**src/rtl/bbox_pkg.sv**
```systemverilog
// Shared types and width helpers for the bounding-box scanner.
// Latency: n/a (types and constant functions only).
// Backpressure: n/a.
package bbox_pkg;

  typedef enum logic [1:0] {IDLE, SCAN, DRAIN, DONE} state_t;

  // Bits needed to hold values 0..v-1, never less than one bit.
  function automatic int clog2_min1(input int v);
    return (v <= 2) ? 1 : $clog2(v);
  endfunction

  function automatic int addr_w(input int w, input int h);
    return clog2_min1(w * h);
  endfunction

  function automatic int coord_w(input int w, input int h);
    return clog2_min1((w > h) ? w : h);
  endfunction

  function automatic int cnt_w(input int w, input int h);
    return clog2_min1(w * h + 1);
  endfunction

  // Drain counter runs 0..lat-1.
  function automatic int drain_w(input int lat);
    return clog2_min1(lat);
  endfunction

endpackage

```
**src/rtl/bbox_accum.sv**
```systemverilog
// Running min/max box and hit counter over tagged pixel samples.
// Latency: outputs reflect the sample presented this cycle (combinational over stored state).
// Backpressure: none; accepts one sample per cycle unconditionally.
module bbox_accum import bbox_pkg::*; #(
  parameter int COORD_W = 7,
  parameter int CNT_W   = 14
) (
  input  logic               clk,
  input  logic               rst_n,
  input  logic               clear,
  input  logic               valid,
  input  logic               hit,
  input  logic [COORD_W-1:0] x,
  input  logic [COORD_W-1:0] y,
  output logic [COORD_W-1:0] x_min,
  output logic [COORD_W-1:0] x_max,
  output logic [COORD_W-1:0] y_min,
  output logic [COORD_W-1:0] y_max,
  output logic [CNT_W-1:0]   count,
  output logic               any_hit
);

  logic [COORD_W-1:0] x_min_q, x_max_q, y_min_q, y_max_q;
  logic [CNT_W-1:0]   count_q;
  logic               any_q;

  // Fold the current sample into the stored box; exposing this lets the top
  // capture the final box on the same edge the last sample arrives.
  always_comb begin
    x_min   = x_min_q;
    x_max   = x_max_q;
    y_min   = y_min_q;
    y_max   = y_max_q;
    count   = count_q;
    any_hit = any_q;
    if (valid && hit) begin
      if (!any_q) begin
        // First hit seeds all four edges of the box.
        x_min = x;
        x_max = x;
        y_min = y;
        y_max = y;
      end else begin
        if (x < x_min_q) x_min = x;
        if (x > x_max_q) x_max = x;
        if (y < y_min_q) y_min = y;
        if (y > y_max_q) y_max = y;
      end
      count   = count_q + CNT_W'(1);
      any_hit = 1'b1;
    end
  end

  // Store the running state; clear zeroes it so an empty scan reports a zero box.
  always_ff @(posedge clk) begin
    if (!rst_n || clear) begin
      x_min_q <= '0;
      x_max_q <= '0;
      y_min_q <= '0;
      y_max_q <= '0;
      count_q <= '0;
      any_q   <= 1'b0;
    end else begin
      x_min_q <= x_min;
      x_max_q <= x_max;
      y_min_q <= y_min;
      y_max_q <= y_max;
      count_q <= count;
      any_q   <= any_hit;
    end
  end

endmodule

```
**src/rtl/bbox_scanner.sv**
```systemverilog
// Scans a WxH frame memory and reports the thresholded bounding box and hit count.
// Latency: start to done is IMG_W*IMG_H + RD_LAT + 1 cycles.
// Backpressure: none; start is ignored (not queued) while busy.
module bbox_scanner import bbox_pkg::*; #(
  parameter int IMG_W   = 100,
  parameter int IMG_H   = 100,
  parameter int PIX_W   = 8,
  parameter int RD_LAT  = 1,
  parameter int ADDR_W  = addr_w(IMG_W, IMG_H),
  parameter int COORD_W = coord_w(IMG_W, IMG_H),
  parameter int CNT_W   = cnt_w(IMG_W, IMG_H)
) (
  input  logic               clk,
  input  logic               rst_n,
  input  logic               start,
  input  logic [PIX_W-1:0]   threshold,
  input  logic               cmp_mode,
  output logic               busy,
  output logic               done,
  output logic               rd_en,
  output logic [ADDR_W-1:0]  rd_addr,
  input  logic [PIX_W-1:0]   rd_data,
  output logic [COORD_W-1:0] x_min,
  output logic [COORD_W-1:0] x_max,
  output logic [COORD_W-1:0] y_min,
  output logic [COORD_W-1:0] y_max,
  output logic [CNT_W-1:0]   hit_count,
  output logic               box_valid
);

  localparam int DRAIN_W = drain_w(RD_LAT);
  localparam logic [ADDR_W-1:0]  LAST_ADDR  = ADDR_W'(IMG_W * IMG_H - 1);
  localparam logic [COORD_W-1:0] LAST_X     = COORD_W'(IMG_W - 1);
  localparam logic [DRAIN_W-1:0] LAST_DRAIN = DRAIN_W'(RD_LAT - 1);

  state_t             state;
  logic [PIX_W-1:0]   thr_q;
  logic               mode_q;
  logic [COORD_W-1:0] x_cnt, y_cnt;
  logic [DRAIN_W-1:0] drain_cnt;

  // Coordinate tags travel alongside the memory read so each returned pixel
  // meets the (x,y) it was fetched from.
  logic               tag_vld [RD_LAT];
  logic [COORD_W-1:0] tag_x   [RD_LAT];
  logic [COORD_W-1:0] tag_y   [RD_LAT];

  logic               accept, last_drain, smp_hit;
  logic [COORD_W-1:0] acc_x_min, acc_x_max, acc_y_min, acc_y_max;
  logic [CNT_W-1:0]   acc_count;
  logic               acc_any;

  assign accept     = (state == IDLE) && start;
  assign last_drain = (state == DRAIN) && (drain_cnt == LAST_DRAIN);
  assign smp_hit    = mode_q ? (rd_data < thr_q) : (rd_data >= thr_q);

  // Control FSM with address/coordinate counters; x/y advance in step with
  // rd_addr so no multiplier is needed.
  always_ff @(posedge clk) begin
    if (!rst_n) begin
      state     <= IDLE;
      busy      <= 1'b0;
      done      <= 1'b0;
      rd_en     <= 1'b0;
      rd_addr   <= '0;
      x_cnt     <= '0;
      y_cnt     <= '0;
      drain_cnt <= '0;
      thr_q     <= '0;
      mode_q    <= 1'b0;
    end else begin
      done <= 1'b0;
      case (state)
        IDLE: begin
          if (start) begin
            thr_q   <= threshold;
            mode_q  <= cmp_mode;
            busy    <= 1'b1;
            rd_en   <= 1'b1;
            rd_addr <= '0;
            x_cnt   <= '0;
            y_cnt   <= '0;
            state   <= SCAN;
          end
        end
        SCAN: begin
          if (rd_addr == LAST_ADDR) begin
            rd_en     <= 1'b0;
            drain_cnt <= '0;
            state     <= DRAIN;
          end else begin
            rd_addr <= rd_addr + ADDR_W'(1);
            if (x_cnt == LAST_X) begin
              x_cnt <= '0;
              y_cnt <= y_cnt + COORD_W'(1);
            end else begin
              x_cnt <= x_cnt + COORD_W'(1);
            end
          end
        end
        DRAIN: begin
          if (drain_cnt == LAST_DRAIN) begin
            done  <= 1'b1;
            state <= DONE;
          end else begin
            drain_cnt <= drain_cnt + DRAIN_W'(1);
          end
        end
        DONE: begin
          busy  <= 1'b0;
          state <= IDLE;
        end
        default: state <= IDLE;
      endcase
    end
  end

  // Tag pipeline, RD_LAT deep; reset flushes any in-flight reads.
  always_ff @(posedge clk) begin
    if (!rst_n) begin
      for (int i = 0; i < RD_LAT; i++) begin
        tag_vld[i] <= 1'b0;
        tag_x[i]   <= '0;
        tag_y[i]   <= '0;
      end
    end else begin
      tag_vld[0] <= rd_en;
      tag_x[0]   <= x_cnt;
      tag_y[0]   <= y_cnt;
      for (int i = 1; i < RD_LAT; i++) begin
        tag_vld[i] <= tag_vld[i-1];
        tag_x[i]   <= tag_x[i-1];
        tag_y[i]   <= tag_y[i-1];
      end
    end
  end

  bbox_accum #(
    .COORD_W (COORD_W),
    .CNT_W   (CNT_W)
  ) u_accum (
    .clk     (clk),
    .rst_n   (rst_n),
    .clear   (accept),
    .valid   (tag_vld[RD_LAT-1]),
    .hit     (smp_hit),
    .x       (tag_x[RD_LAT-1]),
    .y       (tag_y[RD_LAT-1]),
    .x_min   (acc_x_min),
    .x_max   (acc_x_max),
    .y_min   (acc_y_min),
    .y_max   (acc_y_max),
    .count   (acc_count),
    .any_hit (acc_any)
  );

  // Result registers load once per scan, on the edge that accumulates the last
  // sample, so they are valid alongside done and hold until the next done.
  always_ff @(posedge clk) begin
    if (!rst_n) begin
      x_min     <= '0;
      x_max     <= '0;
      y_min     <= '0;
      y_max     <= '0;
      hit_count <= '0;
      box_valid <= 1'b0;
    end else if (last_drain) begin
      x_min     <= acc_x_min;
      x_max     <= acc_x_max;
      y_min     <= acc_y_min;
      y_max     <= acc_y_max;
      hit_count <= acc_count;
      box_valid <= acc_any;
    end
  end

endmodule

```
**config.mk**
```make
export PLATFORM = sky130hd
export DESIGN_NAME = bbox_scanner
export DESIGN_NICKNAME = d
export VERILOG_FILES = /design/src/rtl/bbox_pkg.sv /design/src/rtl/bbox_accum.sv /design/src/rtl/bbox_scanner.sv
export SDC_FILE = /design/constraint.sdc
export NUM_CORES = 1
export LEC_CHECK = 0
export ABC_CLOCK_PERIOD_IN_PS = 3600
export CELL_PAD_IN_SITES_DETAIL_PLACEMENT = 0
export CELL_PAD_IN_SITES_GLOBAL_PLACEMENT = 1
export CORE_UTILIZATION = 45
export CTS_CLUSTER_DIAMETER = 120
export DETAILED_ROUTE_END_ITERATION = 10
export HOLD_SLACK_MARGIN = 0.05
export PLACE_DENSITY = 0.95
export RECOVER_POWER = 100
export SKIP_CTS_REPAIR_TIMING = 1
export SKIP_LAST_GASP = 1
export SLEW_MARGIN = 10
export SYNTH_ARGS = -nofsm -noshare
export SYNTH_HDL_FRONTEND = slang
export SYNTH_SLANG_ARGS = --single-unit
```
**constraint.sdc**
```tcl
create_clock -name clk -period 3.6 [get_ports clk]
set_clock_uncertainty 0.05 [all_clocks]
set_input_delay 0.36 -clock clk [delete_from_list [all_inputs] [get_ports clk]]
set_output_delay 0.36 -clock clk [all_outputs]
set_load 0.01 [all_outputs]
```
==> reports/results.md, run 1 <==
* 3.08% — share of cell area taken by muxes after synthesis
* a21oi_1 — critical path's most frequent cell
* 0 — antenna violations before repair
* 0.000370 V — Max rail drop VDD
* inv_1, ha_1, and2_0, a21oi_1, a21oi_1, clkbuf_1, nand2_1, nor3_1, xnor2_1, nor2_1 — CP cell instances
* simple AND/OR/NAND/NOR gates — CP top delay family
* simple AND/OR/NAND/NOR gates — dominant combinational cell family by area after synthesis
* 0 — post-route antenna net violation count
* 0.50 ns — largest stage delay on the critical path
* 79.6% — share of the clock period used by the worst path
* 0.403 ns — tightest hold margin
* 1.37 ns — slew at the pin with the worst max-slew slack
* 10 — number of logic stages on the critical path including buffering
* 46 — post-synthesis cell type count
* 0 — Final Slew Violations
* 2 — Min-Delay Path Depth
* 2.87 ns — time the worst path needs with I/O delays and setup
* 14.6 um — average detailed-routed wire length per instance
* 0 — Max Cap Violations
* 0 — gr ovfl total
* 0.00621 mm2 — synthesized area
* 0.00769 mm2 — design area
* 17.7% — post-synthesis share of cell area spent on and, or, nand and nor gates
* 0 — Final setup violation count
* no — unrepaired setup endpoints after global routing
* 79 — count of buffers from port buffering
* 0.42 ns — clock insertion delay at the later pin of the skew report
* dfxtp_1 — most frequent standard cell in the layout excluding fill and tap cells
* 0 — Post-synth EDFFs
* yes — TritonCTS clock tree
* 4.66% — xor/xnor cell area share of the yosys netlist
* 0.00714 mm2 — cell area reported after detailed placement
* dfxtp_1 (46%), ha_1 (8.5%), a21oi_1 (5.3%) — cells taking the most area after synthesis
* 5.35 — Vias/cell
* 8.89 um2 — mean instance size in the synthesized netlist
* 57.6% — utilization after layout
* 3.12 ns — endpoint arrival time on the critical path
* 641 mW/mm2 — cell area power density
* 3.18 nW — Static Leak
* 0.895 — routability cong.
* flop — Worst setup EP type
* 10 — Reg2Reg Depth
* 349 MHz — highest clock rate
* 8.47% — synthesized-area fraction occupied by adder cells
* 3.85 ns — data required time of the worst path
* 23600 um — global-route wire length before repair
* flop — Critical Path Start Type
* 0.06 ns — clock transition at the registers of the reported paths
* finished clean — status
* 0.0133 mm2 — Core Box Area
* 11 — Max Fanout on Critical Path
* 23.9% — area growth from synthesis to layout
* 760 — total nets after synthesis
* 2 — maximum clock path buffer count
* dfxtp_1 — ys flop type
* flop to flop — kind of critical path
* 2 — combined buffer and inverter count along the critical path
* 0 — Remaining DRCs
* 5112 — vias after detailed routing
* 1190 — filler cell count in the final layout
* 119 um — width of the die
* 46.1% — sequential area share after synthesis
* 0.570 ns — placement-stage worst setup slack
* 119 um — DIE HEIGHT
* 143 — FF+latch count, synth
* 17 — total clock buffers created by CTS
* 0 — final hold violations
* 46.5% — initial core utilization
* 4982 — vias in the first global route
* 15.0% — post-synthesis compound-gate area fraction
* 0 — ANT cells
* 46.1% — proportion of netlist area held by the largest area contributor
* 0 ns — total negative slack
* 698 — synthesized netlist cell count
* 4 — number of H-tree levels
* 0 — Yosys warning total
* dfxtp_1 — Yosys top cell by area
* 0.0143 mm2 — full die area
* 4 — number of detailed-routing iterations run before antenna repair
* 143 — clock net sink count
* 80 — num ports
* 14000 um — total wire length
* 925 — instance count after placement with tap cells included
* 956 — non-filler cells in the finished layout
* 20.9% — Total Routing Usage GR
* 0.734 ns — worst setup slack after layout
* flop to flop — Hold Crit Class
* and2_0 — slowest CP cell
* 5.51% — proportion of layout cells with a drive suffix above 1
* 8.46% — tightest slew margin relative to the limit
* 0% — Async SR Flop Fraction
* dfxtp_1 (143), a21oi_1 (67), nor2_1 (67), o21ai_0 (63), dlygate4sd3_1 (61) — most frequent cells in the layout
* 62 — maximum number of pins on one net before global-route repair
* 9700 um — detailed placement HPWL
* 4.93 mW — total chip power
* 830 — NumNets Final
* 42 — Row Count
* clkbuf_16 — CTS Root Cell
* 263 — number of DRC violations after detailed-routing iteration 0
==> cell usage after synthesis (5+ instances only) <==
library cell  number
dfxtp_1          143
nand2b_1           6
ha_1              42
and2_1            21
a21oi_1           66
nor2_1            67
nand3b_1           5
a21o_1             6
or3b_2             5
xnor2_1            5
nand3_1           17
mux2i_1           18
nand2_1           37
xor2_1            28
and3_1            11
clkbuf_1          31
o21ai_0           63
inv_1             45
a31oi_1           16
nor3_1             5
nand4_1           22
==> final cells by class <==
type / instances / area [um2] / share of cell area (%)
sequential: 143 / 2860 / 37.2
timing repair buffer: 86 / 837 / 10.9
tap: 176 / 220 / 2.86
inverter: 45 / 169 / 2.20
clock inverter: 6 / 80.1 / 1.04
multi-input combinational: 475 / 3010 / 39.2
clock buffer: 25 / 505 / 6.57
==> worst register-to-register path, cell delays in order, from the launching register on <==
cell and delay (ns):
dfxtp_1 0.35, inv_1 0.10, ha_1 0.23, and2_0 0.50
a21oi_1 0.16, a21oi_1 0.48, clkbuf_1 0.28, nand2_1 0.13
nor3_1 0.27, xnor2_1 0.15, nor2_1 0.05
==> routing by layer <==
metal	wire (um)	up-vias	track usage, %	part of all wire (%)
li1	-	2555	-	-
met1	6280	2433	24.3	45
met2	6920	98	36.2	50
met3	455	26	4.98	3.3
met4	301	0	9.22	2.2
met5	0	-	0	0
==> power breakdown <==
group	total [mW]	internal [mW]	switching, mW
combinational	1.23	0.529	0.701
sequential	1.98	1.83	0.146
clock	1.72	1.10	0.620
==> kinds of logic after synthesis <==
family / Yosys count
muxes: 19
buffers and inverters: 80
adders and majority gates: 42
xor gates and xnor gates: 33
AOI/OAI and AO/OA: 167
DFF: 143
and+or+nand+nor: 214
==> path summary, 6_finish.rpt <==
path	slack [ns]	from	end
max reg2reg	0.73	state[0]$_SDFFE_PN0P_	x_cnt[5]$_SDFFE_PN0P_
max	0.73	state[0]$_SDFFE_PN0P_	x_cnt[5]$_SDFFE_PN0P_
min reg2reg	0.40	thr_q[4]$_SDFFE_PN0P_	thr_q[4]$_SDFFE_PN0P_
min	0.40	thr_q[4]$_SDFFE_PN0P_	thr_q[4]$_SDFFE_PN0P_
==> flip-flops by register name, summed over array words and instances, names as in the netlist, 2 cells and up <==
signal	flops
tag_y	7
x_min	7
hit_count	14
y_cnt	7
x_max	7
rd_addr	14
y_min	7
u_accum.count_q	14
x_cnt	7
tag_x	7
y_max	7
u_accum.x_min_q	7
u_accum.y_max_q	7
thr_q	8
u_accum.x_max_q	7
u_accum.y_min_q	7
state	2
Power figures use the tool's default switching activity.
==> run 2: changes to the inputs <==
--- a/config.mk
+++ b/config.mk
@@ -5,14 +5,14 @@
 export SDC_FILE = /design/constraint.sdc
 export NUM_CORES = 1
 export LEC_CHECK = 0
-export ABC_CLOCK_PERIOD_IN_PS = 3600
+export ABC_CLOCK_PERIOD_IN_PS = 2300
 export CELL_PAD_IN_SITES_DETAIL_PLACEMENT = 0
 export CELL_PAD_IN_SITES_GLOBAL_PLACEMENT = 1
-export CORE_UTILIZATION = 45
+export CORE_UTILIZATION = 38
 export CTS_CLUSTER_DIAMETER = 120
 export DETAILED_ROUTE_END_ITERATION = 10
 export HOLD_SLACK_MARGIN = 0.05
-export PLACE_DENSITY = 0.95
+export PLACE_DENSITY = 0.87
 export RECOVER_POWER = 100
 export SKIP_CTS_REPAIR_TIMING = 1
 export SKIP_LAST_GASP = 1
==> constraint.sdc (replaced) <==
create_clock -name clk -period 2.3 [get_ports clk]
set_clock_uncertainty 0.05 [all_clocks]
set_input_delay 0.23 -clock clk [delete_from_list [all_inputs] [get_ports clk]]
set_output_delay 0.23 -clock clk [all_outputs]
set_load 0.01 [all_outputs]
==> run 2 against run 1 <==
The run now ends with negative setup slack left. Largest power group unchanged. Final area is 9.0% higher. Global-route usage is 3.7 points lower. Register-to-register slack got worse by 0.74 ns. Utilization decreased by 5.0 points. Sequential power is 57% higher. Critical path type unchanged. Via count down 0.55%. Sequential share of layout area decreased by 3.1 points. Total power is 67% higher. Clock power rose by 62%.
==> reports/results.md, run 2 (synthesized netlist as in run 1, its figures left out) <==
* yes — TritonCTS clock tree, unchanged
* 2 — combined buffer and inverter count along the critical path, unchanged
* 130 um — width of the die, was 119 um
* 4.97 — Vias/cell, was 5.35
* 28.6% — combinational share of power, was 25.0%
* -0.00379 ns — worst setup slack after layout, was 0.734 ns
* 6 — Max Fanout on Critical Path, was 11
* input pin to flop — Hold Crit Class, was flop to flop
* x_max[3]$_SDFFE_PN0P_ — r2r endpoint, was x_cnt[5]$_SDFFE_PN0P_
* 5084 — vias after detailed routing, was 5112
* -0.455 ns — placement-stage worst setup slack, was 0.570 ns
* 0.06 ns — clock transition at the registers of the reported paths, about the same
* 2.47 mW — net switching power of the design, was 1.47 mW
* 0 — Remaining DRCs, unchanged
* 17 — total clock buffers created by CTS, unchanged
* 0.42 ns — largest stage delay on the critical path, was 0.50 ns
* 9 — Reg2Reg Depth, was 10
* 100% — share of the clock period used by the worst path, was 79.6%
* 1 — Final setup violation count, was 0
* 278 — number of DRC violations after detailed-routing iteration 0, was 263
* 0.00336 mm2 — combined area of the multi-input logic cells, was 0.00301 mm2
* 0 — Max Cap Violations, unchanged
* 0.809 — routability cong., was 0.895
* compound AO/OA/AOI/OAI gates — CP top delay family, was simple AND/OR/NAND/NOR gates
* 17.2% — Total Routing Usage GR, was 20.9%
* yes — unrepaired setup endpoints after global routing, was no
* 984 mW/mm2 — cell area power density, was 641 mW/mm2
* 4 — number of H-tree levels, unchanged
* 38.9% — initial core utilization, was 46.5%
* 46 — Row Count, was 42
* or3b_4 — slowest CP cell, was and2_0
* 0.41 ns — clock insertion delay at the later pin of the skew report, was 0.42 ns
* 0 — post-route antenna net violation count, unchanged
* 0.00286 mm2 — combined flip-flop and latch cell area, about the same
* 434 MHz — highest clock rate, was 349 MHz
* -0.004 ns — setup slack, reg-to-reg, was 0.73 ns
* 1.37 ns — slew at the pin with the worst max-slew slack, about the same
* 0.0168 mm2 — full die area, was 0.0143 mm2
* 8.80% — tightest slew margin relative to the limit, was 8.46%
* 13900 um — total wire length, was 14000 um
* 0 — final hold violations, unchanged
* 0.0159 mm2 — Core Box Area, was 0.0133 mm2
* 14.5% — proportion of layout cells with a drive suffix above 1, was 5.51%
* 9260 um — detailed placement HPWL, was 9700 um
* 5 — number of detailed-routing iterations run before antenna repair, was 4
* inv_1, ha_1, a211oi_2, o21bai_2, o21ai_4, buf_4, nand3_4, or3b_4, a31oi_1 — CP cell instances, was inv_1, ha_1, and2_0, a21oi_1, a21oi_1, clkbuf_1, nand2_1, nor3_1, xnor2_1, nor2_1
* 0 — antenna violations before repair, unchanged
* 857 — NumNets Final, was 830
* 8.25 mW — total chip power, was 4.93 mW
* 1477 — filler cell count in the final layout, was 1190
* 33.8% — relative contribution of the clock network to total power, was 34.9%
* 3 — Min-Delay Path Depth, was 2
* 0.000715 V — Max rail drop VDD, was 0.000370 V
* finished with violations — status, was finished clean
* 143 — clock net sink count, unchanged
* 0 — Final Slew Violations, unchanged
* 3.12 nW — Static Leak, was 3.18 nW
* 89 — maximum number of pins on one net before global-route repair, was 62
* thr_q[1]$_SDFFE_PN0P_ — hold path endpoint, was thr_q[4]$_SDFFE_PN0P_
* dfxtp_1 (142), clkdlybuf4s50_1 (78), nor2_1 (67), o21ai_0 (57), a21oi_1 (57) — most frequent cells in the layout, was dfxtp_1 (143), a21oi_1 (67), nor2_1 (67), o21ai_0 (63), dlygate4sd3_1 (61)
* flop — Worst setup EP type, unchanged
* 5.78 mW — Int Pwr, was 3.46 mW
* 4825 — vias in the first global route, was 4982
* flop — Critical Path Start Type, unchanged
* 80 — num ports, unchanged
* 22700 um — global-route wire length before repair, was 23600 um
* 0 — ANT cells, unchanged
* 13.6 um — average detailed-routed wire length per instance, was 14.6 um
* 79 — count of buffers from port buffering, unchanged
* dfxtp_1 — most frequent standard cell in the layout excluding fill and tap cells, unchanged
* 2.59 ns — endpoint arrival time on the critical path, was 3.12 ns
* 2.58 ns — data required time of the worst path, was 3.85 ns
* 29.9% — share of total power consumed by net switching, was 29.8%
* 130 um — DIE HEIGHT, was 119 um
* 2 — maximum clock path buffer count, unchanged
* hit_count x14, rd_addr x14, u_accum.count_q x14 — largest registers ranked by flip-flop count, unchanged
* clkbuf_16 — CTS Root Cell, unchanged
* 37.6% — sequential share of power, was 40.1%
* 2.30 ns — time the worst path needs with I/O delays and setup, was 2.87 ns
* thr_q[5]$_SDFFE_PN0P_ — source of the worst register-to-register timing path, was state[0]$_SDFFE_PN0P_
* 35.1% — area growth from synthesis to layout, was 23.9%
* flop to flop — kind of critical path, unchanged
* negative setup slack — violations in the final reports
* threshold[1] — launch point of the worst hold path, was thr_q[4]$_SDFFE_PN0P_
* 0 — gr ovfl total, unchanged
-- run 2: changes by cell type in the layout (fill, tap and decap cells not counted), moves of 6 or more --
cell,delta
dlygate4sd3_1,-61
clkdlybuf4s50_1,+60
buf_4,+18
mux2i_1,-13
a21oi_1,-10
mux2i_4,+10
a21oi_2,+9
o21ai_0,-6
-- run 2: per-layer routing --
layer | part of all wire [%] | global-route usage [%] | wire length [um]
met3 | 4.8 | 4.63 | 673
met1 | 48 | 22.1 | 6760
met2 | 45 | 27.2 | 6320
met4 | 1.4 | 7.25 | 196
met5 | 0 | 0 | 0
-- run 2: worst register-to-register path, delay by kind of cell, from the launching register on --
family,cells,cell delay [ns]
flops,1,0.32
fa+ha+maj,1,0.30
simple gates,2,0.53
buf+inv,2,0.23
compound gates,4,0.82
-- run 2: worst max path at each step --
stage / startpoint / to / slack [ns] / cells after the start
final: thr_q[5]$_SDFFE_PN0P_ / x_max[3]$_SDFFE_PN0P_ / -0.004 / 9
after global routing: thr_q[1]$_SDFFE_PN0P_ / hit_count[1]$_SDFFE_PN0P_ / -0.16 / 11
after CTS: thr_q[1]$_SDFFE_PN0P_ / x_max[3]$_SDFFE_PN0P_ / -0.17 / 9
after detailed placement: rd_data[1] / x_max[3]$_SDFFE_PN0P_ / -0.46 / 9
after global placement: rd_data[1] / x_max[1]$_SDFFE_PN0P_ / -0.37 / 9
after floorplan: thr_q[1]$_SDFFE_PN0P_ / x_max[4]$_SDFFE_PN0P_ / 0.01 / 10
-- run 2: metrics by stage --
stage	cells	util (%)	cell area, um2	TNS, ns	hold WS (ns)
after floorplan	698	-	6220	0	0.316
after global placement	987	46.3	7390	-23.00	0.394
after detailed placement	987	46.3	7390	-24.69	0.400
after CTS	1018	50.1	8000	-1.91	0.245
after global routing	1023	52.6	8380	-7.91	0.319
final	1023	52.6	8380	-0.00379	0.312
-- run 2: power by group through the flow --
stage               registers [mW]  clock network (mW)  logic (mW)
detailed placement            3.15                   0        2.20
global placement              3.15                   0        2.18
floorplan                     3.24                   0        1.05
global route                  3.16                2.95        2.59
finish                        3.10                2.78        2.36
CTS                           3.11                2.83        2.22
-- run 2: area by class of cell --
type | count | share of cell area (%)
clock buffer | 21 | 5.61
clock inverter | 10 | 1.63
inverter | 45 | 2.01
multi-input combinational | 476 | 40.0
sequential | 143 | 34.2
tap | 216 | 3.22
timing repair buffer | 112 | 13.3
==> run 3: changes to the inputs <==
--- a/config.mk
+++ b/config.mk
@@ -16,7 +16,6 @@
 export RECOVER_POWER = 100
 export SKIP_CTS_REPAIR_TIMING = 1
 export SKIP_LAST_GASP = 1
-export SLEW_MARGIN = 10
 export SYNTH_ARGS = -nofsm -noshare
 export SYNTH_HDL_FRONTEND = slang
 export SYNTH_SLANG_ARGS = --single-unit
==> constraint.sdc (replaced) <==
create_clock -name clk -period 2.3 [get_ports clk]
set_clock_uncertainty 0.05 [all_clocks]
set_input_delay 0.23 -clock clk [delete_from_list [all_inputs] [get_ports clk]]
set_output_delay 0.23 -clock clk [all_outputs]
set_load 0.05 [all_outputs]
==> run 3 against run 2 <==
The flow still finishes with violations (negative setup slack). Sequential power is essentially flat. Clock power grew 7.2%. Die area is the same. Register-to-register slack lost 0.04 ns. Utilization grew 2.1 points. Highest routed layer unchanged.
==> reports/results.md, run 3 (synthesized netlist as in run 1, its figures left out) <==
* finished with violations — status, unchanged
* negative setup slack — violations in the final reports, unchanged
* 427 MHz — highest clock rate, was 434 MHz
* 0 — post-route antenna net violation count, unchanged
* 0 — ANT cells, unchanged
* yes — TritonCTS clock tree, unchanged
* flop to flop — kind of critical path, unchanged
* 130 um — width of the die, unchanged
* 0 — Final Slew Violations, unchanged
* 2 — maximum clock path buffer count, unchanged
* 9360 um — detailed placement HPWL, was 9260 um
* 1090 mW/mm2 — cell area power density, was 984 mW/mm2
* 1407 — filler cell count in the final layout, was 1477
* 2.34 ns — time the worst path needs with I/O delays and setup, was 2.30 ns
* 0 — gr ovfl total, unchanged
* 143 — clock net sink count, unchanged
* hit_count x14, rd_addr x14, u_accum.count_q x14 — largest registers ranked by flip-flop count, unchanged
* 0.000492 V — Max rail drop VDD, was 0.000715 V
* 4 — number of detailed-routing iterations run before antenna repair, was 5
* 0.300 ns — tightest hold margin, was 0.312 ns
* 0 — final hold violations, unchanged
* 17 — total clock buffers created by CTS, unchanged
* 1.16 ns — slew at the pin with the worst max-slew slack, was 1.37 ns
* 0.0159 mm2 — Core Box Area, unchanged
* clkbuf_16 — CTS Root Cell, unchanged
* 130 um — DIE HEIGHT, unchanged
* 11 — Final setup violation count, was 1
* 80 — num ports, unchanged
* 0 — antenna violations before repair, unchanged
* dfxtp_1 — most frequent standard cell in the layout excluding fill and tap cells, unchanged
* 0.796 — routability cong., was 0.809
* 4646 — vias in the first global route, was 4825
* flop — Critical Path Start Type, unchanged
* 46 — Row Count, unchanged
* 0.0168 mm2 — full die area, unchanged
* input pin to flop — Hold Crit Class, unchanged
* 17.2% — Total Routing Usage GR, about the same
* 50 — maximum number of pins on one net before global-route repair, was 89
* 0.42 ns — clock insertion delay at the later pin of the skew report, was 0.41 ns
* 3.20 nW — Static Leak, was 3.12 nW
* 18.5% — proportion of layout cells with a drive suffix above 1, was 14.5%
* 22.2% — tightest slew margin relative to the limit, was 8.80%
* 4 — number of H-tree levels, unchanged
* 0 — Max Cap Violations, unchanged
* dfxtp_1 (139), clkdlybuf4s50_1 (79), nor2_1 (67), o21ai_0 (51), a21oi_1 (48) — most frequent cells in the layout, was dfxtp_1 (142), clkdlybuf4s50_1 (78), nor2_1 (67), o21ai_0 (57), a21oi_1 (57)
* flop — Worst setup EP type, unchanged
* 2.59 ns — endpoint arrival time on the critical path, about the same
* 865 — NumNets Final, was 857
* 243 — number of DRC violations after detailed-routing iteration 0, was 278
* 5150 — vias after detailed routing, was 5084
* 79 — count of buffers from port buffering, unchanged
* 102% — share of the clock period used by the worst path, was 100%
* 40.5% — area growth from synthesis to layout, was 35.1%
* 0 — Remaining DRCs, unchanged
* -0.0394 ns — worst setup slack after layout, was -0.00379 ns
* 38.9% — initial core utilization, unchanged
* 2.55 ns — data required time of the worst path, was 2.58 ns
* 0.06 ns — clock transition at the registers of the reported paths, about the same
* 14600 um — total wire length, was 13900 um
* 9.48 mW — total chip power, was 8.25 mW
* 22400 um — global-route wire length before repair, was 22700 um
* yes — unrepaired setup endpoints after global routing, unchanged
* 14.2 um — average detailed-routed wire length per instance, was 13.6 um
* 5.00 — Vias/cell, was 4.97
* 6 — Max Fanout on Critical Path, unchanged
## run 3: path summary, 6_finish.rpt
kind                                            start                    end  slack [ns]  cells after the start
worst max-delay path            thr_q[1]$_SDFFE_PN0P_  x_max[3]$_SDFFE_PN0P_       -0.04                     11
worst min-delay path                     threshold[1]  thr_q[1]$_SDFFE_PN0P_        0.30                      3
worst max register to register  thr_q[1]$_SDFFE_PN0P_  x_max[3]$_SDFFE_PN0P_       -0.04                     11
worst min register to register  thr_q[5]$_SDFFE_PN0P_  thr_q[5]$_SDFFE_PN0P_        0.40                      2
## run 3: critical path, cell delays in order (launching register included)
cell      delay (ns)
dfxtp_2         0.33
inv_2           0.04
ha_4            0.26
nor2b_1         0.13
o211ai_1        0.13
a31oi_1         0.21
o31a_1          0.24
buf_6           0.16
buf_4           0.13
nand3_4         0.10
o21ai_0         0.31
a31oi_1         0.13
## run 3: where the power goes
group | internal [mW] | total [mW] | switching (mW)
Sequential | 2.87 | 3.10 | 0.237
Combinational | 1.20 | 3.40 | 2.20
Clock | 1.95 | 2.98 | 1.03
## run 3: cell type report
cell class | count | area (um2) | share of cell area [%]
clock buffers | 22 | 494 | 5.67
clock inverters | 9 | 154 | 1.76
inverters | 45 | 169 | 1.94
multi-input cells | 476 | 3540 | 40.6
flip-flops and latches | 143 | 2870 | 32.9
well taps | 216 | 270 | 3.10
repair buffers | 120 | 1220 | 14.0
## run 3: metrics by stage
stage | worst slack (ns) | area (um2) | utilization (%) | cells | TNS, ns
after floorplan | 0.00979 | 6220 | - | 698 | 0
after global placement | -0.365 | 7400 | 46.4 | 986 | -23.13
after detailed placement | -0.455 | 7400 | 46.4 | 986 | -28.02
after CTS | -0.196 | 8050 | 50.5 | 1017 | -3.75
after global routing | -0.149 | 8720 | 54.7 | 1031 | -6.32
final | -0.0394 | 8720 | 54.7 | 1031 | -0.129
## run 3: metal layers
layer / routed length, um / up-vias / track usage (%) / part of all wire [%]
met2: 6780 / 89 / 26.6 / 46
li1: - / 2623 / - / -
met4: 216 / 0 / 7.18 / 1.5
met3: 711 / 16 / 4.63 / 4.9
met5: 0 / - / 0 / 0
met1: 6920 / 2422 / 22.7 / 47
